==> src/rtl/rr_mux_pkg.sv <==
// rr_mux shared constants: select modes, default geometry
// and the channel-index width helper.
package rr_mux_pkg;

   localparam logic MODE_RR    = 1'b0;
   localparam logic MODE_FIXED = 1'b1;

   localparam int N_CH_DEF   = 4;
   localparam int DATA_W_DEF = 8;

   localparam int N_CH_MIN   = 2;
   localparam int N_CH_MAX   = 16;
   localparam int DATA_W_MIN = 1;
   localparam int DATA_W_MAX = 64;

   function automatic int sel_width(input int n);
      return (n > 2) ? $clog2(n) : 1;
   endfunction

endpackage

==> src/rtl/rr_arbiter.sv <==
// Combinational channel picker: rotating priority after ptr,
// or a direct pick of sel in fixed mode.
module rr_arbiter
   import rr_mux_pkg::*;
#(
   parameter int N_CH = N_CH_DEF
) (
   input  logic [N_CH-1:0]            req,
   input  logic [sel_width(N_CH)-1:0] ptr,
   input  logic                       mode,
   input  logic [sel_width(N_CH)-1:0] sel,
   output logic [sel_width(N_CH)-1:0] grant,
   output logic                       grant_valid
);

   localparam int SEL_W = sel_width(N_CH);

   logic [SEL_W-1:0] rr_grant;
   logic             rr_valid;
   logic             fx_valid;

   // ptr itself is visited last (i == N_CH wraps back onto it)
   always_comb begin : rr_search
      int idx;
      rr_grant = '0;
      rr_valid = 1'b0;
      idx      = 0;
      for (int i = 1; i <= N_CH; i++) begin
         idx = int'(ptr) + i;
         if (idx >= N_CH) begin
            idx = idx - N_CH;
         end
         if (!rr_valid && req[idx]) begin
            rr_valid = 1'b1;
            rr_grant = SEL_W'(idx);
         end
      end
   end

   always_comb begin
      fx_valid = 1'b0;
      for (int k = 0; k < N_CH; k++) begin
         if (int'(sel) == k && req[k]) begin
            fx_valid = 1'b1;
         end
      end
   end

   always_comb begin
      grant       = rr_grant;
      grant_valid = rr_valid;
      if (mode == MODE_FIXED) begin
         grant       = sel;
         grant_valid = fx_valid;
      end
   end

endmodule

==> src/rtl/rr_mux.sv <==
// N-channel to one registered multiplexer with valid/ready
// handshakes and round-robin or fixed channel selection.
module rr_mux
   import rr_mux_pkg::*;
#(
   parameter int N_CH   = N_CH_DEF,
   parameter int DATA_W = DATA_W_DEF
) (
   input  logic                       clk,
   input  logic                       rst_n,
   input  logic [N_CH*DATA_W-1:0]     in_data,
   input  logic [N_CH-1:0]            in_valid,
   output logic [N_CH-1:0]            in_ready,
   input  logic                       mode,
   input  logic [sel_width(N_CH)-1:0] sel,
   output logic [DATA_W-1:0]          out_data,
   output logic                       out_valid,
   input  logic                       out_ready,
   output logic [sel_width(N_CH)-1:0] out_ch
);

   localparam int SEL_W = sel_width(N_CH);

   if (N_CH < N_CH_MIN || N_CH > N_CH_MAX ||
       DATA_W < DATA_W_MIN || DATA_W > DATA_W_MAX) begin : g_bad_param
      $error("rr_mux: N_CH or DATA_W out of range");
   end

   logic [SEL_W-1:0]  ptr_q, ptr_d;
   logic              out_valid_q, out_valid_d;
   logic [DATA_W-1:0] out_data_q, out_data_d;
   logic [SEL_W-1:0]  out_ch_q, out_ch_d;

   logic [SEL_W-1:0]  grant;
   logic              grant_valid;
   logic              load;
   logic              xfer;
   logic [DATA_W-1:0] sel_data;

   rr_arbiter #(
      .N_CH (N_CH)
   ) u_arb (
      .req         (in_valid),
      .ptr         (ptr_q),
      .mode        (mode),
      .sel         (sel),
      .grant       (grant),
      .grant_valid (grant_valid)
   );

   assign load = !out_valid_q || out_ready;
   // rst_n gates the handshake so nothing is offered during reset
   assign xfer = rst_n && load && grant_valid;

   always_comb begin
      in_ready = '0;
      for (int g = 0; g < N_CH; g++) begin
         in_ready[g] = xfer && (int'(grant) == g);
      end
   end

   always_comb begin
      sel_data = '0;
      for (int k = 0; k < N_CH; k++) begin
         if (int'(grant) == k) begin
            sel_data = in_data[k*DATA_W +: DATA_W];
         end
      end
   end

   always_comb begin
      ptr_d       = ptr_q;
      out_valid_d = out_valid_q;
      out_data_d  = out_data_q;
      out_ch_d    = out_ch_q;
      if (load) begin
         out_valid_d = grant_valid;
         if (grant_valid) begin
            out_data_d = sel_data;
            out_ch_d   = grant;
            ptr_d      = grant;
         end
      end
   end

   always_ff @(posedge clk or negedge rst_n) begin
      if (!rst_n) begin
         ptr_q       <= SEL_W'(N_CH - 1);
         out_valid_q <= 1'b0;
         out_data_q  <= '0;
         out_ch_q    <= '0;
      end else begin
         ptr_q       <= ptr_d;
         out_valid_q <= out_valid_d;
         out_data_q  <= out_data_d;
         out_ch_q    <= out_ch_d;
      end
   end

   assign out_valid = out_valid_q;
   assign out_data  = out_data_q;
   assign out_ch    = out_ch_q;

endmodule

==> config.mk <==
export PLATFORM = sky130hd
export DESIGN_NAME = rr_mux
export DESIGN_NICKNAME = d
export VERILOG_FILES = /design/src/rtl/rr_mux_pkg.sv /design/src/rtl/rr_arbiter.sv /design/src/rtl/rr_mux.sv
export SDC_FILE = /design/constraint.sdc
export NUM_CORES = 1
export LEC_CHECK = 0
export ABC_AREA = 0
export BUFFER_PORTS_ARGS = -buffer_cell sky130_fd_sc_hd__buf_2
export CELL_PAD_IN_SITES_DETAIL_PLACEMENT = 2
export CELL_PAD_IN_SITES_GLOBAL_PLACEMENT = 2
export CORE_ASPECT_RATIO = 1.1
export CORE_UTILIZATION = 24
export DETAILED_ROUTE_END_ITERATION = 10
export GPL_TIMING_DRIVEN = 0
export PLACE_DENSITY = 0.84
export SYNTH_ARGS = -nofsm -noshare
export SYNTH_HDL_FRONTEND = slang
export SYNTH_SLANG_ARGS = --single-unit
==> constraint.sdc <==
create_clock -name clk -period 6.01 [get_ports clk]
set_input_delay 0.3005 -clock clk [delete_from_list [all_inputs] [get_ports clk]]
set_output_delay 0.3005 -clock clk [all_outputs]
set_load 0.02 [all_outputs]
==> metrics, run 1 <==
Fin Setup TNS=0 ns; Post-Syn Area=between 900 and 1000 um2; Max Slew Vio Count=0; Die Y=67.5 um; DR WL/cell=roughly 15 um; Clock transition at path regs=about 0.060 ns; layout cells sized above 1=44.7%; Post-Syn Instances=between 100 and 150; Finished Cell Area=approximately 1300 um2; WS Path Type=reg2out; CP max-delay cell=dfstp_2; DRC=0; Final ANT Viol Nets=0; Netlist cell types=30; Worst-Margin Slew=0.444 ns; # IOs=57; Final Hold Vio Count=0; clock latency on the worst-skew pair=approximately 0.24 ns; port buffer count=55; Power, Total=around 0.00037 W; CP startpoint kind=flip-flop; top cells by area, synth=dfrtp_1, mux2i_1, o221ai_1; starting DRC count in detailed routing=20; placement-stage cell area=about 1300 um2; CTS tree=done; htree depth=1; largest net degree at the start of global routing=16; CTS root buffer=clkbuf_8; Fin Clk Skew=0.00457 ns; GRT Resource Usage Total=17.3%; RSZ-0062 raised after global routing=no; fin worst setup slack=~3.4 ns; Seq/Total Area, Yosys=35.0%; router iterations before antenna repair=3; DIE AREA=4150 um2; Worst setup EP type=primary output; vias in the first global route=about 1,200; Min-Delay Path Class=in2reg; Seq cells post-synth=13; DRT Wirelength=3.20 mm; average via count per standard cell=4.96; IR Drop Worst-Case VDD=approximately 0.00010 V; number of diodes=0; crit-path max cell delay=0.53 ns; clock tree buffer depth=2; largest area contributor in the netlist=dfrtp_1; Die W=roughly 60 um; worst-path cell chain=buf_6 -> mux2_2 -> nor4_1 -> o2111ai_1 -> o311ai_2 -> nand3_1 -> nor2_1 -> buf_2; post-layout min period=2.59 ns; vias=roughly 1,000; Critical Path Fanout Max=10; most frequent cells in the layout=buf_2, nand2_1, mux2i_1; final core occ=between 30% and 40%; clk sinks=13; CP required=5.71 ns; final setup violation count=0; f_max=0.386 GHz; Post-DP HPWL=about 2.6 mm; crit path DAT=between 2 and 2.5 ns; Num CTS Buffers=3; Max Cap Viol=0; status=finished clean; yosys warns=0; leakage=about 0.7 nW; Period Utilization, post-route=between 40 and 50%; fillers=~460; Mean Syn Cell Area=9.27 um2; initial antenna violation count=0; total grt overflow=0; routability cong.=0.721; Final #Nets=~200; Yosys top cell area share=a little under 30%; power density over the cells=281 nW/um2; commonest non-fill, non-tap cell in the layout=buf_2; first-pass GRT wire length=around 5.3 mm; pre-CTS setup slack=3.65 ns; synthesis-to-finish area growth=42.0%; relative slew slack=70.3%; Syn Nets=~140; Core Region=approximately 3700 um2; # rows=23; post-CTS setup buffer count=0; Initial Util=about a quarter
==> cell usage after synthesis <==
cell type  instances
a21oi_1            3
a32oi_1            1
buf_2              3
buf_4              1
buf_6              2
dfrtp_1           11
dfstp_2            2
inv_1              5
inv_2              1
mux2_2             1
mux2i_1           16
mux4_2             1
nand2_1           17
nand2_2            1
nand2b_1           4
nand3_1            1
nor2_1             2
nor2b_1            1
nor3_1             2
nor4_1             1
o2111ai_1          1
o21a_1             3
o21ai_0            4
o221ai_1           9
o22ai_1            3
o311ai_2           1
or2_2              1
or2b_1             1
or3_1              1
or4_1              1
==> per-stage QoR <==
stage                     std cells  hold WS, ns
final                           211        0.330
after global routing            211        0.365
after CTS                       211        0.342
after detailed placement        206        0.228
after global placement          206        0.219
after floorplan                 101      0.00491
==> metal layers <==
layer	up-vias	wire [um]	GRT usage, %
met3	4	189	3.26
met1	499	1310	20.0
li1	498	-	-
met2	45	1660	31.9
met5	-	0	0
met4	0	33	4.17
==> final timing paths <==
path | endpoint | start | cells after the start | slack, ns
min in group asynchronous | out_data[4] | rst_n | 2 | 0.49
min | out_valid | out_ready | 3 | 0.33
max in group asynchronous | ptr_q[0] | rst_n | 2 | 5.21
max reg2reg | out_data[2] | ptr_q[1] | 8 | 3.84
max | in_ready[3] | ptr_q[1] | 8 | 3.42
min reg2reg | out_ch[0] | out_ch[0] | 2 | 0.47
==> worst max-delay path: cells and delay by family, from the launching register on <==
family,cells,cell delay (ns)
mux,1,0.33
flops,1,0.53
compound gates,2,0.36
simple gates,3,0.53
buf+inv,2,0.30
==> state kept, by name, summed over array words and instances (netlist names) <==
| signal | count |
|---|---|
| out_valid | 1 |
| ptr_q | 2 |
| out_ch | 2 |
| out_data | 8 |
==> layout make-up <==
cell class | instances | area [um2] | share of cell area, %
multi-input cells | 76 | 541 | 40.7
well taps | 50 | 62.6 | 4.71
plain buffers | 6 | 45.0 | 3.39
repair buffers | 56 | 285 | 21.5
flip-flops and latches | 13 | 328 | 24.7
inverters | 6 | 22.5 | 1.69
clock buffers | 4 | 45.0 | 3.39
==> power by group <==
group | internal, W | switching, W | total, W
sequential | 0.000113 | 0.0000144 | 0.000127
combinational | 0.0000692 | 0.0000981 | 0.000167
clock | 0.0000468 | 0.0000319 | 0.0000787
==> kinds of logic after synthesis <==
group,synth area share [%]
AOI/OAI and AO/OA,20.2
and+or+nand+nor,16.8
buffers and inverters,7.22
muxes,20.7
DFF,35.0
==> repair_timing <==
| action | CTS | global route |
|---|---|---|
| endpoints found under the hold margin | 11 | 0 |
| resized for setup | 0 | 0 |
| hold buffers | 1 | 0 |
Note: power is estimated with default switching activity, not from simulation.
==> run 2: changes to the inputs <==
--- a/config.mk
+++ b/config.mk
@@ -5,15 +5,15 @@
 export SDC_FILE = /design/constraint.sdc
 export NUM_CORES = 1
 export LEC_CHECK = 0
-export ABC_AREA = 0
+export ABC_AREA = 1
 export BUFFER_PORTS_ARGS = -buffer_cell sky130_fd_sc_hd__buf_2
 export CELL_PAD_IN_SITES_DETAIL_PLACEMENT = 2
 export CELL_PAD_IN_SITES_GLOBAL_PLACEMENT = 2
 export CORE_ASPECT_RATIO = 1.1
-export CORE_UTILIZATION = 24
+export CORE_UTILIZATION = 22
 export DETAILED_ROUTE_END_ITERATION = 10
 export GPL_TIMING_DRIVEN = 0
-export PLACE_DENSITY = 0.84
+export PLACE_DENSITY = 0.8
 export SYNTH_ARGS = -nofsm -noshare
 export SYNTH_HDL_FRONTEND = slang
 export SYNTH_SLANG_ARGS = --single-unit
==> constraint.sdc (replaced) <==
create_clock -name clk -period 2.58 [get_ports clk]
set_input_delay 0.129 -clock clk [delete_from_list [all_inputs] [get_ports clk]]
set_output_delay 0.129 -clock clk [all_outputs]
set_load 0.02 [all_outputs]
==> run 2 against run 1 <==
Net effect: the flow now finishes with violations (design-rule violations); synthesized cell count increased by 82%; clock-buffer cell count stayed put; sequential share of layout area down 4.2 points; core utilization fell by 4.4 points; critical path depth grew 7; largest cell class unchanged; clock skew decreased by 0.0033 ns; setup slack got worse by 3.3 ns; final cell count increased by 45%; register-to-register slack worse by 3.6 ns; critical path type unchanged; synthesized area rose by 24%.
==> metrics, run 2 <==
port buffer count=56; Netlist cell types=25; Post-DP HPWL=3.50 mm; Max Cap Viol=0; Fin Setup TNS=0 ns; # IOs=57; crit path to=in_ready[1]; top cells by area, synth=dfrtp_1, nand2_1, o21ai_1; Post-Syn Area=approximately 1200 um2; clock tree buffer depth=2; first-pass GRT wire length=slightly above 7 mm; Finished Cell Area=about 1600 um2; htree depth=1; relative slew slack=70.4%; Critical Path Fanout Max=10; Max Slew Vio Count=0; DP Cell Count=~300; final setup violation count=0; crit path DAT=2.31 ns; Yosys top cell area share=approximately a quarter; Fin Clk Skew=roughly 0.0013 ns; DR WL/cell=14.1 um; failing checks=design-rule violations; clock latency on the worst-skew pair=0.24 ns; Post-Syn Instances=roughly 180; number of diodes=0; Post-synth top cells=nand2_1, inv_1, o21ai_1; fin worst setup slack=about 0.14 ns; Initial Util=23.0%; average via count per standard cell=~4.7; Seq cells post-synth=13; asr flop ratio synth=100%; commonest non-fill, non-tap cell in the layout=nand2_1; power density over the cells=about 1200 nW/um2; hold path depth=4; starting DRC count in detailed routing=20; Seq/Total Area, Yosys=between 20 and 30%; min-delay src=out_ready; Clock transition at path regs=0.05 ns; yosys warns=0; IR Drop Worst-Case VDD=0.000434 V; pre-CTS setup slack=0.333 ns; vias=about 1,400; placement-stage cell area=~1500 um2; final cell count without fillers=just over 300; DRT Wirelength=~4.3 mm; max FFs per register=8; Mean Syn Cell Area=between 6 and 7 um2; Core Region=about 5000 um2; dominant synthesized flop cell=dfrtp_1; clk sinks=13; Die Y=between 70 and 80 um; Final Hold Vio Count=0; Final #Nets=290; initial antenna violation count=0; Post-synth EDFFs=0; Reg2Reg Depth=16; Power, Total=0.00194 W; router iterations before antenna repair=7; Final ANT Viol Nets=0; CP startpoint=ptr_q[0]; Die W=between 70 and 80 um; reg2reg end=out_data[5]; Worst-Margin Slew=between 0.4 and 0.5 ns; Syn Nets=about 230; largest net degree at the start of global routing=15; total grt overflow=0; reg2reg setup slack=0.29 ns; Worst setup EP type=primary output; most frequent cells in the layout=nand2_1, buf_2, inv_1; GRT Resource Usage Total=16.3%; status=finished with violations; layout cells sized above 1=a little over a third; most numerous cell in the Yosys netlist=nand2_1; # rows=27; WS Path Type=reg2out; Period Utilization, post-route=94.4%; R2R Path Start=ptr_q[0]; largest area contributor in the netlist=dfrtp_1; fillers=666; CTS root buffer=clkbuf_8; DIE AREA=around 5600 um2; synthesis-to-finish area growth=37.7%; Num CTS Buffers=3; CTS tree=done; CP startpoint kind=flip-flop; Min-Delay Path Class=in2reg; post-layout min period=between 2 and 2.5 ns; DRC=1; RSZ-0062 raised after global routing=yes; vias in the first global route=1,607; leakage=between 0.9 and 1 nW; routability cong.=between 0.7 and 0.8; CP required=2.45 ns; f_max=between 0.4 and 0.5 GHz
-- run 2: critical path: stages (launching register included) --
cell,delay (ns)
dfstp_2,0.52
buf_6,0.14
inv_8,0.06
nand2_1,0.05
nand2_1,0.09
nand2_2,0.10
nand2_2,0.08
nor2_4,0.11
nand3_2,0.07
nand2_2,0.08
nand3_4,0.13
nand2_4,0.14
buf_8,0.14
nand2_1,0.07
nor2_1,0.10
buf_4,0.16
-- run 2: cell type report --
cell class	count	area, um2	share of cell area, %
multi-input combinational	145	712	44.4
sequential	13	328	20.4
timing repair buffer	59	310	19.3
inverter	20	82.6	5.15
tap	58	72.6	4.52
buffer	6	53.8	3.35
clock buffer	4	45.0	2.81
-- run 2: layer usage --
metal,GRT usage [%],vias to the layer above,wire (um)
li1,-,718,-
met1,18.1,666,1770
met2,30.9,46,2210
met3,5.39,0,310
met4,1.20,0,0
met5,0,-,0
-- run 2: worst min path at each step --
| stage | to | slack [ns] |
|---|---|---|
| after global placement | out_data[6] | 0.04 |
| after detailed placement | out_data[6] | 0.04 |
| after global routing | out_data[4] | 0.22 |
| after floorplan | out_ch[0] | -0.17 |
| after CTS | out_valid | 0.17 |
| final | out_valid | 0.17 |
-- run 2: cells by family (layout without fill, tap and decap cells) --
kind of cell / count (synthesis) / after routing / share of synthesized area [%]
AO/OA/AOI/OAI: 24 / 24 / 11.1
flip-flops: 13 / 13 / 28.1
buffers and inverters: 26 / 89 / 11.4
AND/OR/NAND/NOR: 121 / 121 / 49.4
-- run 2: what timing repair did --
| item | CTS | global route |
|---|---|---|
| setup endpoints to repair | 0 | 3 |
| hold buffers | 1 | 0 |
| buffers inserted | 0 | 2 |
| endpoints found under the hold margin | 11 | 0 |
| gates resized for setup | 0 | 5 |
-- run 2: where the power goes --
group	total, W	internal, W	switching, W
Combinational	0.00138	0.000477	0.000906
Clock	0.000180	0.000109	0.0000711
Sequential	0.000377	0.000315	0.0000615
-- run 2: per-stage QoR --
step           hold slack [ns]  utilization, %
6_report                 0.167            31.7
5_1_grt                  0.218            31.7
4_1_cts                  0.171            31.0
3_5_place_dp            0.0449            30.0
3_3_place_gp            0.0424            30.0
2_1_floorplan           -0.167               -
==> run 3: changes to the inputs <==
--- a/config.mk
+++ b/config.mk
@@ -10,10 +10,10 @@
 export CELL_PAD_IN_SITES_DETAIL_PLACEMENT = 2
 export CELL_PAD_IN_SITES_GLOBAL_PLACEMENT = 2
 export CORE_ASPECT_RATIO = 1.1
-export CORE_UTILIZATION = 22
+export CORE_UTILIZATION = 20
 export DETAILED_ROUTE_END_ITERATION = 10
 export GPL_TIMING_DRIVEN = 0
-export PLACE_DENSITY = 0.8
+export PLACE_DENSITY = 0.77
 export SYNTH_ARGS = -nofsm -noshare
 export SYNTH_HDL_FRONTEND = slang
 export SYNTH_SLANG_ARGS = --single-unit
==> constraint.sdc (replaced) <==
create_clock -name clk -period 2.2 [get_ports clk]
set_input_delay 0.11 -clock clk [delete_from_list [all_inputs] [get_ports clk]]
set_output_delay 0.11 -clock clk [all_outputs]
set_load 0.02 [all_outputs]
==> run 3 against run 2 <==
Net effect: the flow finishes with violations (negative setup slack); die area rose by 9.7%; wire length rose by 21%; global-route usage rose by 0.090 points; core utilization rose by 5.1 points; sequential cell count did not move; setup slack got worse by 0.25 ns; non-clock buffer count rose by 16; largest cell class unchanged.
==> metrics, run 3 (same netlist as run 2, synthesis figures left out) <==
layout cells sized above 1=between 50 and 60%; f_max=roughly 0.43 GHz; Die W=~75 um; Clock transition at path regs=0.06 ns; vias in the first global route=1,629; DRC=0; GRT Resource Usage Total=16.4%; most frequent CP cell=nand2_4; Final Hold Vio Count=0; Period Utilization, post-route=105%; CP startpoint kind=flip-flop; router iterations before antenna repair=4; DIE AREA=approximately 6100 um2; power density over the cells=between 1000 and 1500 nW/um2; final cell count without fillers=338; Min-Delay Path Class=in2reg; Initial Util=a little over a fifth; initial antenna violation count=0; Max Cap Viol=0; Num CTS Buffers=3; number of diodes=0; RSZ-0062 raised after global routing=yes; Final #Nets=between 300 and 400; post-layout min period=2.31 ns; port buffer count=56; max FFs per register=8; status=finished with violations; failing checks=negative setup slack; crit path DAT=2.20 ns; IR Drop Worst-Case VDD=0.000580 V; DP Cell Count=roughly 320; commonest non-fill, non-tap cell in the layout=buf_2; reg2reg end=out_data[1]; clk sinks=13; DRT Wirelength=5.21 mm; vias=roughly 1,600; most frequent cells in the layout=buf_2, nand2_1, nand2_2; # IOs=between 50 and 60; CP Buf/Inv Count=4; Final ANT Viol Nets=0; WS Path Type=reg2out; crit path to=in_ready[1]; Die Y=around 80 um; DR WL/cell=approximately 15 um; leakage=around 1.1 nW; cell depth of the worst setup path=15; min-delay src=out_ready; Post-DP HPWL=about 3.6 mm; Max Slew Vio Count=0; clock tree buffer depth=2; R2R Path Start=ptr_q[0]; reg2reg setup slack=-0.07 ns; worst hold slack=roughly 0.15 ns; CTS tree=done; largest net degree at the start of global routing=15; Reg2Reg Depth=15; CP max-delay cell=dfstp_2; final setup violation count=10; crit-path max cell delay=roughly 0.53 ns; starting DRC count in detailed routing=17; Core Region=between 5000 and 6000 um2; Fin Clk Skew=~0.0023 ns; synthesis-to-finish area growth=73.4%; fin worst setup slack=-0.107 ns; Worst-Margin Slew=between 0.4 and 0.5 ns; htree depth=1; CP startpoint=ptr_q[0]; fillers=approximately 670; routability cong.=between 0.7 and 0.8; clock latency on the worst-skew pair=between 0.2 and 0.25 ns; CTS root buffer=clkbuf_8; worst-path cell chain=buf_8 -> inv_8 -> nand2_2 -> nand2_4 -> nand2_4 -> nand2_4 -> nor2_4 -> nand3_2 -> nand2_2 -> nand3_4 -> nand2_4 -> buf_8 -> nand2_4 -> nor2_4 -> buf_6; CP required=~2.1 ns; first-pass GRT wire length=7.60 mm; Critical Path Fanout Max=9; total grt overflow=0; CP delay by family, top=simple AND/OR/NAND/NOR gates; relative slew slack=68.2%; average via count per standard cell=between 4 and 5; Worst setup EP type=primary output; # rows=28
==> run 3: layout make-up <==
type | instances | area [um2] | area share (%)
timing repair buffer | 75 | 467 | 23.1
tap | 75 | 93.8 | 4.65
inverter | 20 | 82.6 | 4.09
clock buffer | 4 | 45.0 | 2.23
multi-input combinational | 145 | 935 | 46.3
buffer | 6 | 68.8 | 3.41
sequential | 13 | 328 | 16.2
==> run 3: what timing repair did <==
item / CTS / global route
hold endpoints to repair: 11 / 0
buffers inserted: 8 / 10
gates resized for setup: 37 / 40
pin swaps: 18 / 24
hold buffers: 1 / 0
setup endpoints to repair: 8 / 14
==> run 3: worst min path at each step <==
stage,slack (ns),endpoint,cells after the start
after floorplan,-0.19,out_ch[0],0
after global placement,0.02,out_data[3],1
after detailed placement,0.02,out_data[7],1
after CTS,0.15,out_valid,4
after global routing,0.18,out_valid,4
final,0.15,out_valid,4
==> run 3: power by group <==
group / switching (W) / internal (W)
Sequential: 0.0000727 / 0.000370
Clock: 0.0000913 / 0.000128
Combinational: 0.00140 / 0.000917
==> run 3: worst reg2reg max path: stages, from the launching register on <==
cell	delay (ns)
dfstp_2	0.53
buf_8	0.14
nand2_1	0.10
nand3_2	0.09
nand2_2	0.08
buf_4	0.14
nand4_1	0.08
nand2_2	0.10
nor2_4	0.12
nor2_4	0.07
buf_8	0.15
buf_4	0.13
o21ai_1	0.17
nand3_2	0.10
nand2_1	0.09
nand2_1	0.05
==> run 3: routing by layer <==
| metal | global-route usage [%] | up-vias | routed length, um |
|---|---|---|---|
| met1 | 19.1 | 762 | 2030 |
| met5 | 0 | - | 0 |
| li1 | - | 748 | - |
| met3 | 4.91 | 4 | 315 |
| met4 | 1.89 | 0 | 57 |
| met2 | 30.0 | 53 | 2800 |
==> run 3: stage by stage <==
stage               util (%)  instance area [um2]  worst slack [ns]  TNS, ns  power, W
floorplan                  -                 1160             0.113        0   0.00158
global placement        28.0                 1540           -0.0596  -0.0596   0.00199
detailed placement      28.0                 1540            -0.108   -0.129   0.00204
CTS                     32.8                 1810            -0.110   -0.437   0.00261
global route            36.7                 2020            -0.264    -2.32   0.00322
finish                  36.7                 2020            -0.107   -0.580   0.00298
